**src/rtl/mac_sequencer_if.sv**
```systemverilog
// Signal bundle for mac_sequencer: pass control, RAM read port, MAC drive and
// result handshake. The sequencer uses the master view, its environment the slave view.
interface mac_sequencer_if #(
  parameter int ADDR_W = 16
);
  logic              start;
  logic [1:0]        layer;
  logic              relu_en;
  logic [7:0]        num_outputs;
  logic [ADDR_W-1:0] act_base;
  logic [ADDR_W-1:0] wgt_base;
  logic              busy;
  logic              done;
  logic              err;

  logic              rd_en;
  logic [ADDR_W-1:0] act_addr;
  logic [ADDR_W-1:0] wgt_addr;
  logic [15:0]       act_data;
  logic [15:0]       wgt_data;

  logic              mac_enable;
  logic              mac_clear;
  logic [1:0]        mac_layer;
  logic [15:0]       mac_a;
  logic [15:0]       mac_b;
  logic [31:0]       mac_out;

  logic              res_valid;
  logic              res_ready;
  logic [15:0]       res_data;
  logic [7:0]        res_index;

  modport master (
    input  start, layer, relu_en, num_outputs, act_base, wgt_base,
           act_data, wgt_data, mac_out, res_ready,
    output busy, done, err, rd_en, act_addr, wgt_addr,
           mac_enable, mac_clear, mac_layer, mac_a, mac_b,
           res_valid, res_data, res_index
  );

  modport slave (
    output start, layer, relu_en, num_outputs, act_base, wgt_base,
           act_data, wgt_data, mac_out, res_ready,
    input  busy, done, err, rd_en, act_addr, wgt_addr,
           mac_enable, mac_clear, mac_layer, mac_a, mac_b,
           res_valid, res_data, res_index
  );
endinterface

```
**src/rtl/mac_sequencer.sv**
```systemverilog
// Sequences the shared MAC through one layer pass: per output it clears the
// MAC, streams T taps from the RAMs, then scales/saturates and hands off the result.
module mac_sequencer #(
  parameter int CONV_TAPS = 25,
  parameter int FC_TAPS   = 192,
  parameter int ADDR_W    = 16,
  parameter int FRAC_BITS = 8
) (
  input  logic            clk,
  input  logic            reset,
  mac_sequencer_if.master bus
);

  typedef enum logic [2:0] {IDLE, CLEAR, FETCH, DRAIN, OUTPUT, DONE} state_t;

  state_t            state;
  state_t            state_nx;

  logic [1:0]        layer_q;
  logic              relu_q;
  logic [7:0]        num_q;
  logic [ADDR_W-1:0] act_base_q;
  logic [ADDR_W-1:0] wgt_base_q;
  logic [ADDR_W-1:0] off;
  logic [7:0]        k;
  logic [7:0]        j;
  logic              drain_cnt;
  logic              mac_en_q;
  logic              err_q;
  logic [15:0]       res_q;
  logic [15:0]       scaled;
  logic signed [31:0] shifted;

  logic [7:0]        taps;
  logic              is_fc;
  logic              last_tap;
  logic              last_out;
  logic              start_ok;

  logic              busy;
  logic              done;
  logic              mac_clear;
  logic              rd_en;
  logic              res_valid;

  assign start_ok = bus.start && (bus.layer != 2'd3);
  assign is_fc    = (layer_q == 2'd2);
  assign taps     = is_fc ? 8'(FC_TAPS) : 8'(CONV_TAPS);
  assign last_tap = (k == taps - 8'd1);
  assign last_out = (j == num_q - 8'd1);

  always_ff @(posedge clk or posedge reset) begin
    if (reset) state <= IDLE;
    else       state <= state_nx;
  end

  always_comb begin
    state_nx  = state;
    busy      = 1'b1;
    done      = 1'b0;
    mac_clear = 1'b0;
    rd_en     = 1'b0;
    res_valid = 1'b0;
    case (state)
      IDLE: begin
        busy = 1'b0;
        if (start_ok) state_nx = (bus.num_outputs == 8'd0) ? DONE : CLEAR;
      end
      CLEAR: begin
        mac_clear = 1'b1;
        state_nx  = FETCH;
      end
      FETCH: begin
        rd_en = 1'b1;
        if (last_tap) state_nx = DRAIN;
      end
      DRAIN: begin
        if (drain_cnt) state_nx = OUTPUT;
      end
      OUTPUT: begin
        res_valid = 1'b1;
        if (bus.res_ready) state_nx = last_out ? DONE : CLEAR;
      end
      DONE: begin
        done     = 1'b1;
        state_nx = IDLE;
      end
      default: state_nx = IDLE;
    endcase
  end

  // Arithmetic shift floors toward -inf; saturation happens before ReLU.
  assign shifted = $signed(bus.mac_out) >>> FRAC_BITS;

  always_comb begin
    if (shifted > 32'sd32767)       scaled = 16'h7FFF;
    else if (shifted < -32'sd32768) scaled = 16'h8000;
    else                            scaled = shifted[15:0];
    if (relu_q && (shifted < 32'sd0)) scaled = 16'h0000;
  end

  // off tracks j*T so no multiplier is needed for the output base address.
  always_ff @(posedge clk or posedge reset) begin
    if (reset) begin
      layer_q    <= '0;
      relu_q     <= 1'b0;
      num_q      <= '0;
      act_base_q <= '0;
      wgt_base_q <= '0;
      off        <= '0;
      k          <= '0;
      j          <= '0;
      drain_cnt  <= 1'b0;
      mac_en_q   <= 1'b0;
      err_q      <= 1'b0;
      res_q      <= '0;
    end else begin
      mac_en_q  <= rd_en;
      err_q     <= (state == IDLE) && bus.start && (bus.layer == 2'd3);
      drain_cnt <= (state == DRAIN) && !drain_cnt;
      case (state)
        IDLE: begin
          if (start_ok) begin
            layer_q    <= bus.layer;
            relu_q     <= bus.relu_en;
            num_q      <= bus.num_outputs;
            act_base_q <= bus.act_base;
            wgt_base_q <= bus.wgt_base;
            j          <= '0;
            off        <= '0;
          end
        end
        CLEAR:  k <= '0;
        FETCH:  k <= k + 8'd1;
        DRAIN:  if (drain_cnt) res_q <= scaled;
        OUTPUT: begin
          if (bus.res_ready && !last_out) begin
            j   <= j + 8'd1;
            off <= off + ADDR_W'(taps);
          end
        end
        default: ;
      endcase
    end
  end

  assign bus.busy       = busy;
  assign bus.done       = done;
  assign bus.err        = err_q;
  assign bus.rd_en      = rd_en;
  assign bus.act_addr   = rd_en ? (act_base_q + off + ADDR_W'(k)) : '0;
  assign bus.wgt_addr   = rd_en ? (wgt_base_q + (is_fc ? off : '0) + ADDR_W'(k)) : '0;
  assign bus.mac_enable = mac_en_q;
  assign bus.mac_clear  = mac_clear;
  assign bus.mac_layer  = busy ? layer_q : 2'd0;
  assign bus.mac_a      = mac_en_q ? bus.act_data : '0;
  assign bus.mac_b      = mac_en_q ? bus.wgt_data : '0;
  assign bus.res_valid  = res_valid;
  assign bus.res_data   = res_valid ? res_q : '0;
  assign bus.res_index  = res_valid ? j : '0;

endmodule

```
**src/flat_wrapper.sv**
```systemverilog
// flat-port wrapper written by rule: the top's interface ports become plain ports
module mac_sequencer_flat 
#(
  parameter int CONV_TAPS = 25,
  parameter int FC_TAPS   = 192,
  parameter int ADDR_W    = 16,
  parameter int FRAC_BITS = 8
)
  (clk, reset, bus_start, bus_layer, bus_relu_en, bus_num_outputs, bus_act_base, bus_wgt_base, bus_act_data, bus_wgt_data, bus_mac_out, bus_res_ready, bus_busy, bus_done, bus_err, bus_rd_en, bus_act_addr, bus_wgt_addr, bus_mac_enable, bus_mac_clear, bus_mac_layer, bus_mac_a, bus_mac_b, bus_res_valid, bus_res_data, bus_res_index);
  mac_sequencer_if #(.ADDR_W(ADDR_W)) bus_i ();
  input  logic clk;
  input  logic reset;
  input wire logic [$bits(bus_i.start)-1:0] bus_start;
  input wire logic [$bits(bus_i.layer)-1:0] bus_layer;
  input wire logic [$bits(bus_i.relu_en)-1:0] bus_relu_en;
  input wire logic [$bits(bus_i.num_outputs)-1:0] bus_num_outputs;
  input wire logic [$bits(bus_i.act_base)-1:0] bus_act_base;
  input wire logic [$bits(bus_i.wgt_base)-1:0] bus_wgt_base;
  input wire logic [$bits(bus_i.act_data)-1:0] bus_act_data;
  input wire logic [$bits(bus_i.wgt_data)-1:0] bus_wgt_data;
  input wire logic [$bits(bus_i.mac_out)-1:0] bus_mac_out;
  input wire logic [$bits(bus_i.res_ready)-1:0] bus_res_ready;
  output wire logic [$bits(bus_i.busy)-1:0] bus_busy;
  output wire logic [$bits(bus_i.done)-1:0] bus_done;
  output wire logic [$bits(bus_i.err)-1:0] bus_err;
  output wire logic [$bits(bus_i.rd_en)-1:0] bus_rd_en;
  output wire logic [$bits(bus_i.act_addr)-1:0] bus_act_addr;
  output wire logic [$bits(bus_i.wgt_addr)-1:0] bus_wgt_addr;
  output wire logic [$bits(bus_i.mac_enable)-1:0] bus_mac_enable;
  output wire logic [$bits(bus_i.mac_clear)-1:0] bus_mac_clear;
  output wire logic [$bits(bus_i.mac_layer)-1:0] bus_mac_layer;
  output wire logic [$bits(bus_i.mac_a)-1:0] bus_mac_a;
  output wire logic [$bits(bus_i.mac_b)-1:0] bus_mac_b;
  output wire logic [$bits(bus_i.res_valid)-1:0] bus_res_valid;
  output wire logic [$bits(bus_i.res_data)-1:0] bus_res_data;
  output wire logic [$bits(bus_i.res_index)-1:0] bus_res_index;
  assign bus_i.start = bus_start;
  assign bus_i.layer = bus_layer;
  assign bus_i.relu_en = bus_relu_en;
  assign bus_i.num_outputs = bus_num_outputs;
  assign bus_i.act_base = bus_act_base;
  assign bus_i.wgt_base = bus_wgt_base;
  assign bus_i.act_data = bus_act_data;
  assign bus_i.wgt_data = bus_wgt_data;
  assign bus_i.mac_out = bus_mac_out;
  assign bus_i.res_ready = bus_res_ready;
  assign bus_busy = bus_i.busy;
  assign bus_done = bus_i.done;
  assign bus_err = bus_i.err;
  assign bus_rd_en = bus_i.rd_en;
  assign bus_act_addr = bus_i.act_addr;
  assign bus_wgt_addr = bus_i.wgt_addr;
  assign bus_mac_enable = bus_i.mac_enable;
  assign bus_mac_clear = bus_i.mac_clear;
  assign bus_mac_layer = bus_i.mac_layer;
  assign bus_mac_a = bus_i.mac_a;
  assign bus_mac_b = bus_i.mac_b;
  assign bus_res_valid = bus_i.res_valid;
  assign bus_res_data = bus_i.res_data;
  assign bus_res_index = bus_i.res_index;
  mac_sequencer #(.CONV_TAPS(CONV_TAPS), .FC_TAPS(FC_TAPS), .ADDR_W(ADDR_W), .FRAC_BITS(FRAC_BITS)) u_core (.clk(clk), .reset(reset), .bus(bus_i));
endmodule
```
**config.mk**
```make
export PLATFORM = sky130hd
export DESIGN_NAME = mac_sequencer_flat
export DESIGN_NICKNAME = d
export VERILOG_FILES = /design/src/rtl/mac_sequencer_if.sv /design/src/rtl/mac_sequencer.sv /design/src/flat_wrapper.sv
export SDC_FILE = /design/constraint.sdc
export NUM_CORES = 1
export LEC_CHECK = 0
export ABC_CLOCK_PERIOD_IN_PS = 3410
export CELL_PAD_IN_SITES_DETAIL_PLACEMENT = 1
export CELL_PAD_IN_SITES_GLOBAL_PLACEMENT = 1
export CORE_UTILIZATION = 33
export CTS_BUF_LIST = sky130_fd_sc_hd__clkbuf_8
export DETAILED_ROUTE_END_ITERATION = 10
export PLACE_DENSITY_LB_ADDON = 0.12
export SYNTH_ARGS = -nofsm -noshare
export SYNTH_HDL_FRONTEND = slang
export SYNTH_SLANG_ARGS = --single-unit
```
**constraint.sdc**
```tcl
create_clock -name clk -period 3.41 [get_ports clk]
set_clock_uncertainty 0.15 [all_clocks]
set_input_delay 0.341 -clock clk [delete_from_list [all_inputs] [get_ports clk]]
set_output_delay 0.341 -clock clk [all_outputs]
set_load 0.005 [all_outputs]
```
==> impl_metrics.toml <==
[timing]
worstMarginPinSlew_ns = 0.717
max_freq_mhz = 251
hold_violations = 0
fin_crit_sh_pct = 117
maxSlewHeadroom_pct = 52.2
setup_slack_ns = -0.578
drv_slew = 0
rsz0062_at_grt = "yes"
fin_setup_tns_ns = -6.71
min_period_ns = 3.99
setup_viol = 21

[final_layout]
area_growth_pct = 56.9
diodes = 0
fin_util_pct = 52.7
layout.area.seq_um2 = 2430
fin_nets = 1334
finalInstanceArea_um2 = 11100
fillers = 2454
drive_gt1_share_pct = 23.0
multiInputGateArea_um2 = 4960

[floorplanning]
initial_core_util_pct = 33.6
io_pins = 208
core_area_um2 = 21000
die_y_um = 148
die_w_um = 148
row_count = 53
die-area_um2 = 22000

[worst_setup_path]
critPathKind = "reg -> out"
r2r-start = "u_core.num_q[2]$_DFFE_PP0P_"
critPathLaunchType = "flop"
cp_data_required_time_ns = 2.92
cp.arrival_ns = 3.50
setup.worst_path.end_class = "output port"
critical_path.startpoint = "u_core.layer_q[0]$_DFFE_PP0P_"
cp_max_fo = 4

[synthesis]
synth_cell_types = 57
syn_area_um2 = 7060
synth_top_cell_area_share_pct = 34.4
synthMuxAreaShare_pct = 0.709
synthAdderAreaFrac_pct = 14.7
synth_nets = 1019
synth_seq_cells = 97
yosys-top-cells-count = "nand2_1, dfrtp_1, and2_1"
synth_area_leaders = "dfrtp_1, ha_1, nand2_1"
synthSimpleGateAreaFrac_pct = 28.6
synth_cells = 836
yosysSeqAreaShare_pct = 34.4
synth_warnings = 0
synth_compound_area_share_pct = 14.0
async_flop_share_pct = 100
synth-main-ff-cell = "dfrtp_1"
synth-edff-count = 0
yosysMostFrequentCell = "nand2_1"
yosysTopAreaCell = "dfrtp_1"
synth_top_family_by_area = "simple AND/OR/NAND/NOR gates"
synthXorXnorAreaFrac_pct = 4.34
syn_area_per_cell_um2 = 8.45

[job]
cap_violations = 0

[global_routing]
grt_pass1_vias = 7601
grt_max_degree = 59
antenna_found_initial = 0
grt_pass1_wl_um = 40000
grt_usage_pct = 23.3
grt.overflow.total = 0

[detailed_routing]
drtIter0Drc = 250
wl_per_cell_um = 17.8
drt_wl_total_um = 25500
dr.pass1.iters = 4
avgViaCountPerCell = 5.06
drc_errors = 0
via_count = 7244
antenna_left = 0

[clock_network]
cts.sinks = 97
worstSkewPairLatency_ns = 0.40
clock-root-buffer = "clkbuf_8"
ctsHtreeMaxLevel = 3
hold_buffers = 0
clk_pin_slew_worst_paths_ns = 0.12
clk_path_buf_depth = 2
cts_buffers = 9
cts_tree = "built"

[power]
leakage_nw = 5.24
ir_drop_mv = 0.355
p_per_area_nw_per_um2 = 688
fin_total_pwr_mw = 7.62

[place]
hpwlAfterDp_um = 18000
numPortBuffers = 199
place_area_um2 = 10100
dp_slack_ns = -0.619
gp_congestion = 0.825

[worst_hold_path]
hp-class = "in -> async"

[outcome]
status = "complete, but fails checks"
violations = "negative setup slack"
-- where the power goes --
part / switching (mW) / internal (mW) / total, mW
combinational: 2.31 / 2.46 / 4.77
clock: 0.489 / 0.431 / 0.920
sequential: 0.386 / 1.55 / 1.93
-- stage by stage --
stage	std cells	hold slack (ns)
2_1_floorplan	836	0.287
3_3_place_gp	1380	0.303
3_5_place_dp	1380	0.315
4_1_cts	1422	0.179
5_1_grt	1431	0.222
6_report	1431	0.176
-- worst max-delay path, cell delays in order (launching register included) --
cell      delay (ns)
dfrtp_1         0.42
nor2b_4         0.23
buf_6           0.14
and2_4          0.15
fa_2            0.48
ha_4            0.30
a21oi_4         0.05
nand4b_1        0.26
a21oi_4         0.23
o41ai_4         0.11
buf_4           0.15
or4_4           0.41
nand3_2         0.06
buf_2           0.10
-- final timing paths --
path                                                     endpoint  slack [ns]  depth (start not counted)
worst min register to register        u_core.res_q[9]$_DFFE_PP0P_        0.33                          2
worst max-delay path                             bus_wgt_addr[14]       -0.58                         13
min in group clk                u_core.wgt_base_q[11]$_DFFE_PP0P_        0.31                          3
max in group asynchronous       u_core.act_base_q[13]$_DFFE_PP0P_        2.20                          3
worst min-delay path                  u_core.res_q[0]$_DFFE_PP0P_        0.18                          2
worst max register to register          u_core.off[6]$_DFFE_PP0P_        0.50                          8
-- cells in the final DEF, fill, tap and decap left out, types with 5 or more instances in the layout --
cell type / count
a21oi_4: 8
buf_4: 114
xnor2_1: 17
nor4_1: 7
o21ai_1: 5
and3_1: 8
o21bai_1: 6
nor2_1: 55
a21oi_1: 14
xor2_1: 12
clkbuf_8: 9
fa_1: 14
inv_1: 20
nand2_1: 175
a21oi_2: 13
a31oi_1: 8
nand2b_1: 10
nor2b_1: 7
and2_1: 73
clkdlybuf4s50_1: 172
o31ai_1: 8
o21ai_0: 37
dfrtp_1: 93
nand4_1: 16
mux2i_1: 5
o21a_1: 6
buf_2: 20
ha_1: 41
or3_1: 10
ha_4: 10
nand3_1: 13
a21o_1: 7
nor3_1: 10
buf_6: 22
-- logic make-up after synthesis --
kind of cell | after synthesis
compound gates | 153
xor+xnor | 35
fa+ha+maj | 72
buf+inv | 56
flops | 97
mux | 5
simple gates | 418
-- layout make-up --
| cell class | count | share of cell area (%) |
|---|---|---|
| clock buffer | 9 | 1.12 |
| clock inverter | 7 | 0.994 |
| sequential | 97 | 22.0 |
| timing repair buffer | 337 | 27.3 |
| inverter | 23 | 0.802 |
| tap | 275 | 3.11 |
| multi-input combinational | 683 | 44.7 |
-- per-layer routing --
layer	part of all wire (%)	track usage, %	up-vias
met5	0	0	-
met3	4.5	4.08	31
met1	43	29.0	3553
li1	-	-	3502
met4	2.0	6.49	0
met2	50	41.0	158
-- registers in the layout (all words and copies together) (netlist names) --
name / flops
u_core.bus.err: 1
u_core.state: 3
u_core.wgt_base_q: 16
u_core.layer_q: 2
u_core.drain_cnt: 1
u_core.bus.mac_enable: 1
u_core.relu_q: 1
u_core.j: 8
u_core.res_q: 16
u_core.num_q: 8
u_core.act_base_q: 16
u_core.off: 16
u_core.k: 8
-- repair_timing --
action	in CTS	in global routing
setup buffers	29	21
pin swaps	50	67
gates resized for setup	153	71
endpoints found under the setup margin	26	27
endpoints found under the hold margin	0	0
(Power assumes the default switching activity.)
